[src/rtl/rr_arb_pkg.sv]
// Shared definitions for the round-robin mux arbiter: FSM encoding,
// requester count and the rotating priority search used to pick an owner.
package rr_arb_pkg;

  localparam int REQ_COUNT = 4;

  typedef enum logic {
    ST_IDLE  = 1'b0,
    ST_GRANT = 1'b1
  } state_e;

  // Returns {found, idx}: the first requester with req set and not excluded,
  // searching pointer, pointer+1, ... modulo 4.
  function automatic logic [2:0] next_pick(
    input logic [3:0] req,
    input logic [1:0] pointer,
    input logic [3:0] exclude
  );
    logic       found;
    logic [1:0] idx;
    logic [1:0] cand;
    found = 1'b0;
    idx   = 2'd0;
    for (int i = 0; i < REQ_COUNT; i++) begin
      cand = pointer + 2'(i);
      if (!found && req[cand] && !exclude[cand]) begin
        found = 1'b1;
        idx   = cand;
      end
    end
    return {found, idx};
  endfunction

endpackage

[src/rtl/mux4x1.sv]
// Plain 4:1 N-bit multiplexer used as the shared datapath.
module mux4x1 #(
  parameter int N = 4
) (
  input  logic [N-1:0] in0,
  input  logic [N-1:0] in1,
  input  logic [N-1:0] in2,
  input  logic [N-1:0] in3,
  input  logic [1:0]   sel,
  output logic [N-1:0] y
);

  // Select one of the four inputs.
  always_comb begin
    y = {N{1'b0}};
    case (sel)
      2'd0:    y = in0;
      2'd1:    y = in1;
      2'd2:    y = in2;
      2'd3:    y = in3;
      default: y = {N{1'b0}};
    endcase
  end

endmodule

[src/rtl/rr_mux_arbiter.sv]
// Round-robin arbiter sharing one 4:1 mux among four requesters. The owner
// keeps the grant while it requests, but yields after MAX_HOLD consecutive
// cycles whenever someone else is waiting. The last owner always becomes
// lowest priority for the next pick.
module rr_mux_arbiter
  import rr_arb_pkg::*;
#(
  parameter int N        = 4,
  parameter int MAX_HOLD = 8
) (
  input  logic         iCLK,
  input  logic         iRST_N,
  input  logic [3:0]   req,
  input  logic [N-1:0] in0,
  input  logic [N-1:0] in1,
  input  logic [N-1:0] in2,
  input  logic [N-1:0] in3,
  output logic [3:0]   gnt,
  output logic [1:0]   sel,
  output logic         out_valid,
  output logic [N-1:0] out_data
);

  localparam int                HOLD_W    = (MAX_HOLD > 1) ? $clog2(MAX_HOLD) : 1;
  localparam logic [HOLD_W-1:0] HOLD_LAST = HOLD_W'(MAX_HOLD - 1);

  state_e            state_r,   state_s;
  logic [3:0]        gnt_r,     gnt_s;
  logic [1:0]        sel_r,     sel_s;
  logic              valid_r,   valid_s;
  logic [1:0]        pointer_r, pointer_s;
  logic [HOLD_W-1:0] hold_r,    hold_s;

  logic [3:0]        owner_mask_s;
  logic [2:0]        idle_pick_s;
  logic [2:0]        owner_pick_s;
  logic [N-1:0]      mux_y_s;

  assign owner_mask_s = 4'b0001 << sel_r;
  assign idle_pick_s  = next_pick(req, pointer_r, 4'b0000);
  // The pointer already sits at owner+1; the mask additionally keeps the
  // current owner from re-winning when it is the only other candidate.
  assign owner_pick_s = next_pick(req, pointer_r, owner_mask_s);

  // Next-state, grant and hold counter decisions.
  always_comb begin
    state_s   = state_r;
    gnt_s     = gnt_r;
    sel_s     = sel_r;
    valid_s   = valid_r;
    pointer_s = pointer_r;
    hold_s    = hold_r;
    case (state_r)
      ST_IDLE: begin
        if (idle_pick_s[2]) begin
          state_s   = ST_GRANT;
          gnt_s     = 4'b0001 << idle_pick_s[1:0];
          sel_s     = idle_pick_s[1:0];
          valid_s   = 1'b1;
          pointer_s = idle_pick_s[1:0] + 2'd1;
          hold_s    = {HOLD_W{1'b0}};
        end else begin
          gnt_s   = 4'b0000;
          valid_s = 1'b0;
        end
      end
      ST_GRANT: begin
        if (!req[sel_r]) begin
          if (owner_pick_s[2]) begin
            gnt_s     = 4'b0001 << owner_pick_s[1:0];
            sel_s     = owner_pick_s[1:0];
            valid_s   = 1'b1;
            pointer_s = owner_pick_s[1:0] + 2'd1;
            hold_s    = {HOLD_W{1'b0}};
          end else begin
            state_s = ST_IDLE;
            gnt_s   = 4'b0000;
            valid_s = 1'b0;
            hold_s  = {HOLD_W{1'b0}};
          end
        end else if ((hold_r == HOLD_LAST) && owner_pick_s[2]) begin
          gnt_s     = 4'b0001 << owner_pick_s[1:0];
          sel_s     = owner_pick_s[1:0];
          valid_s   = 1'b1;
          pointer_s = owner_pick_s[1:0] + 2'd1;
          hold_s    = {HOLD_W{1'b0}};
        end else begin
          if (hold_r != HOLD_LAST) begin
            hold_s = hold_r + HOLD_W'(1);
          end else begin
            hold_s = HOLD_LAST;
          end
        end
      end
      default: begin
        state_s = ST_IDLE;
        gnt_s   = 4'b0000;
        valid_s = 1'b0;
        hold_s  = {HOLD_W{1'b0}};
      end
    endcase
  end

  // State and output registers, cleared immediately on reset.
  always_ff @(posedge iCLK or negedge iRST_N) begin
    if (!iRST_N) begin
      state_r   <= ST_IDLE;
      gnt_r     <= 4'b0000;
      sel_r     <= 2'd0;
      valid_r   <= 1'b0;
      pointer_r <= 2'd0;
      hold_r    <= {HOLD_W{1'b0}};
    end else begin
      state_r   <= state_s;
      gnt_r     <= gnt_s;
      sel_r     <= sel_s;
      valid_r   <= valid_s;
      pointer_r <= pointer_s;
      hold_r    <= hold_s;
    end
  end

  mux4x1 #(.N(N)) u_mux (
    .in0 (in0),
    .in1 (in1),
    .in2 (in2),
    .in3 (in3),
    .sel (sel_r),
    .y   (mux_y_s)
  );

  assign gnt       = gnt_r;
  assign sel       = sel_r;
  assign out_valid = valid_r;
  // Idle forces the shared output to zero rather than showing the last owner.
  assign out_data  = valid_r ? mux_y_s : {N{1'b0}};

endmodule
[config.mk]
export PLATFORM = sky130hd
export DESIGN_NAME = rr_mux_arbiter
export DESIGN_NICKNAME = d
export VERILOG_FILES = /design/src/rtl/rr_arb_pkg.sv /design/src/rtl/mux4x1.sv /design/src/rtl/rr_mux_arbiter.sv
export SDC_FILE = /design/constraint.sdc
export NUM_CORES = 1
export LEC_CHECK = 0
export ABC_AREA = 0
export BUFFER_PORTS_ARGS = -buffer_cell sky130_fd_sc_hd__clkbuf_2
export CORE_ASPECT_RATIO = 1.75
export CORE_MARGIN = 2
export CORE_UTILIZATION = 25
export DETAILED_ROUTE_END_ITERATION = 10
export SLEW_MARGIN = 40
export SYNTH_ARGS = -nofsm -noshare
export SYNTH_HDL_FRONTEND = slang
export SYNTH_HIERARCHICAL = 1
export SYNTH_SLANG_ARGS = --single-unit
[constraint.sdc]
create_clock -name iCLK -period 2.3 [get_ports iCLK]
set_clock_uncertainty 0.1 [all_clocks]
set_input_delay 0.23 -clock iCLK [delete_from_list [all_inputs] [get_ports iCLK]]
set_output_delay 0.23 -clock iCLK [all_outputs]
set_load 0.01 [all_outputs]
==> run summary <==
Filler Cells Inserted - 546
Synth Area per Inst - 9.00 um^2
busiest grt layer - met2
Starting Density - 25.5%
kind of critical path - flip-flop to flip-flop
maxcap violations - 0
Top Ports - 33
Clock Tree Buf Depth - 2
Die Span X - 59.2 um
Synth area leaders - dfrtp_1 (24%), mux4_1 (7.9%), nand2_1 (5.1%), a21oi_1 (4.1%), o21ai_0 (3.4%)
Layout area overhead - 45.1%
Die ar. - 0.00595 mm^2
status - complete, but fails checks
Syn Inst Count - 148
critical path arrival - 2.49 ns
Slew Viols, Final - 0
post-synthesis sequential area ratio - 24.4%
Worst VDD drop - 0.000469 V
Worst slew margin - 67.7%
final setup fails - 11
commonest non-fill, non-tap cell in the layout - clkbuf_2
M1 GR Usage - 13.6%
Tot Pwr - 3.09 mW
routability cong. - 0.862
Final min period - 2.40 ns
Tot GR Track Use - 14.4%
vias per cell - 5.41
area of the multi-input gates - 0.00102 mm^2
Core Area - 0.00521 mm^2
Yosys top cell by area - dfrtp_1
post-synthesis cell area - 0.00133 mm^2
CTS Buf Count - 3
final hold viol count - 0
register cell area after layout - 328 um^2
HP Class - primary input to async pin
# DRC - 0
dpl ws - -0.142 ns
RSZ-0062 raised after global routing - yes
GR Layer Usage met2 - 28.9%
Final WS setup - -0.105 ns
Post-Layout Cell Count - 266
Post-Route Utilization - 37.1%
diodes inserted - 0
Buffers on Ports - 32
Post-synth EDFFs - 0
Worst Max-Slew Pin Slew - 0.484 ns
Rows - 35
violated checks - negative setup slack
Final HPWL DP - 3350 um
period utilization - 105%
# H-tree levels - 1
CP startpoint kind - flip-flop
Worst-Skew Late Latency - 0.24 ns
most frequent cells in the layout - clkbuf_2 (32), buf_4 (31), nand2_1 (17), dfrtp_1 (11), a21oi_1 (9)
worst-path fanout max - 8
synthesized flop and latch total - 13
DRT iter0 DRCs - 45
Synth top area share - 24.4%
P per Cell Area - 1600 mW/mm^2
Clock transition at path regs - 0.06 ns
nature of the critical path endpoint - flip-flop
via count - 1,438
Synth cell types - 50
Final ANT Viol Nets - 0
CTS root buf - clkbuf_8
number of global-route vias before repair - 1,490
initial antenna violation count - 0
leakage power - 0.882 nW
Design Area, Final - 0.00193 mm^2
CTS tree - done
synth warn - 6
WL/cell - 15.5 um
Die Y - 101 um
grt met3 use - 1.54%
placed cell area - 0.00178 mm^2
CTS Sinks - 13
Peak Freq - 0.416 GHz
pin count of the biggest net entering global routing - 16
placed cell count - 258
Congestion Overflow GR - 0
Post-synth top flop - dfrtp_1
first-pass GRT wire length - 6640 um
syn_nets - 171
Final nets - 235
Synth async-reset ratio - 100%
WL final - 4130 um
TritonRoute pass-1 iters - 4
Worst EP required - 2.38 ns
share of cells above drive strength 1 - 47.4%
-- power by group --
part / internal, mW / switching [mW]
clock: 0.123 / 0.0854
combinational: 1.24 / 1.18
sequential: 0.338 / 0.128
total: 1.70 / 1.39
-- per-stage QoR --
stage                     setup TNS (ns)  hold WS, ns
after global routing               -1.63        0.355
after floorplan                  -0.0127       -0.166
final                             -0.650        0.324
after global placement            -0.460       0.0475
after detailed placement          -0.594       0.0546
after CTS                         -0.387        0.338
-- worst paths after layout --
| check | slack, ns | cells past startpoint | end | start |
|---|---|---|---|---|
| worst max-delay path | -0.10 | 7 | sel[0] | pointer_r[0] |
| worst min-delay path | 0.32 | 2 | out_valid | iRST_N |
| worst max register to register | -0.10 | 7 | sel[0] | pointer_r[0] |
| worst min register to register | 0.38 | 2 | gnt[1] | gnt[1] |
| max in group asynchronous | 1.50 | 2 | pointer_r[0] | iRST_N |
| min in group iCLK | 0.38 | 2 | gnt[1] | gnt[1] |
-- repair_timing --
| action | in CTS | in global routing |
|---|---|---|
| setup buffers | 2 | 1 |
| hold endpoints to repair | 13 | 0 |
| pin swaps | 3 | 5 |
| hold buffers | 1 | 0 |
| endpoints found under the setup margin | 11 | 12 |
| resized for setup | 10 | 11 |
-- synthesized netlist by cell type (2+ instances only) --
library cell	number
o211ai_1	3
a22o_1	2
mux2i_1	3
o21ai_0	9
clkbuf_1	5
nand2b_1	7
nor2_1	5
mux4_2	2
buf_2	2
a211o_1	2
dfrtp_1	13
a21oi_1	11
inv_1	6
or2_1	3
o21a_1	2
nand2_1	18
or2b_1	2
nor2b_1	6
or2_2	3
nand3_1	3
and2_1	6
mux2_4	3
mux4_1	4
a21boi_0	2
-- logic make-up after synthesis --
family	after synthesis	share of synthesized area, %
DFF	13	24.4
and+or+nand+nor	57	22.7
AOI/OAI and AO/OA	49	28.9
buffers and inverters	14	4.70
xor gates and xnor gates	1	0.658
adders and majority gates	1	0.940
muxes	13	17.8
-- worst max-delay path: stages (launching register included) --
cell and delay (ns):
dfrtp_2 0.46, or2_1 0.24, mux4_2 0.46, a22o_4 0.26, o2111a_2 0.29, o32ai_4 0.25
buf_4 0.17, o21a_1 0.11
-- state kept, by name (all words and copies together), names as in the netlist --
signal     count
out_valid      1
pointer_r      2
sel            2
state_r        1
hold_r         3
gnt            4
-- per-layer routing --
layer	part of all wire, %	vias to the layer above
li1	-	685
met1	35	708
met2	59	28
met3	2.1	17
met4	4.0	0
met5	0	-
-- area by class of cell --
class                      count  share of cell area, %
multi-input combinational    121                   52.9
inverter                       6                   1.17
clock buffer                   4                   2.33
sequential                    13                   17.0
tap                           55                   3.56
timing repair buffer          67                   23.1
No activity file was read; power rests on OpenSTA's default activity.
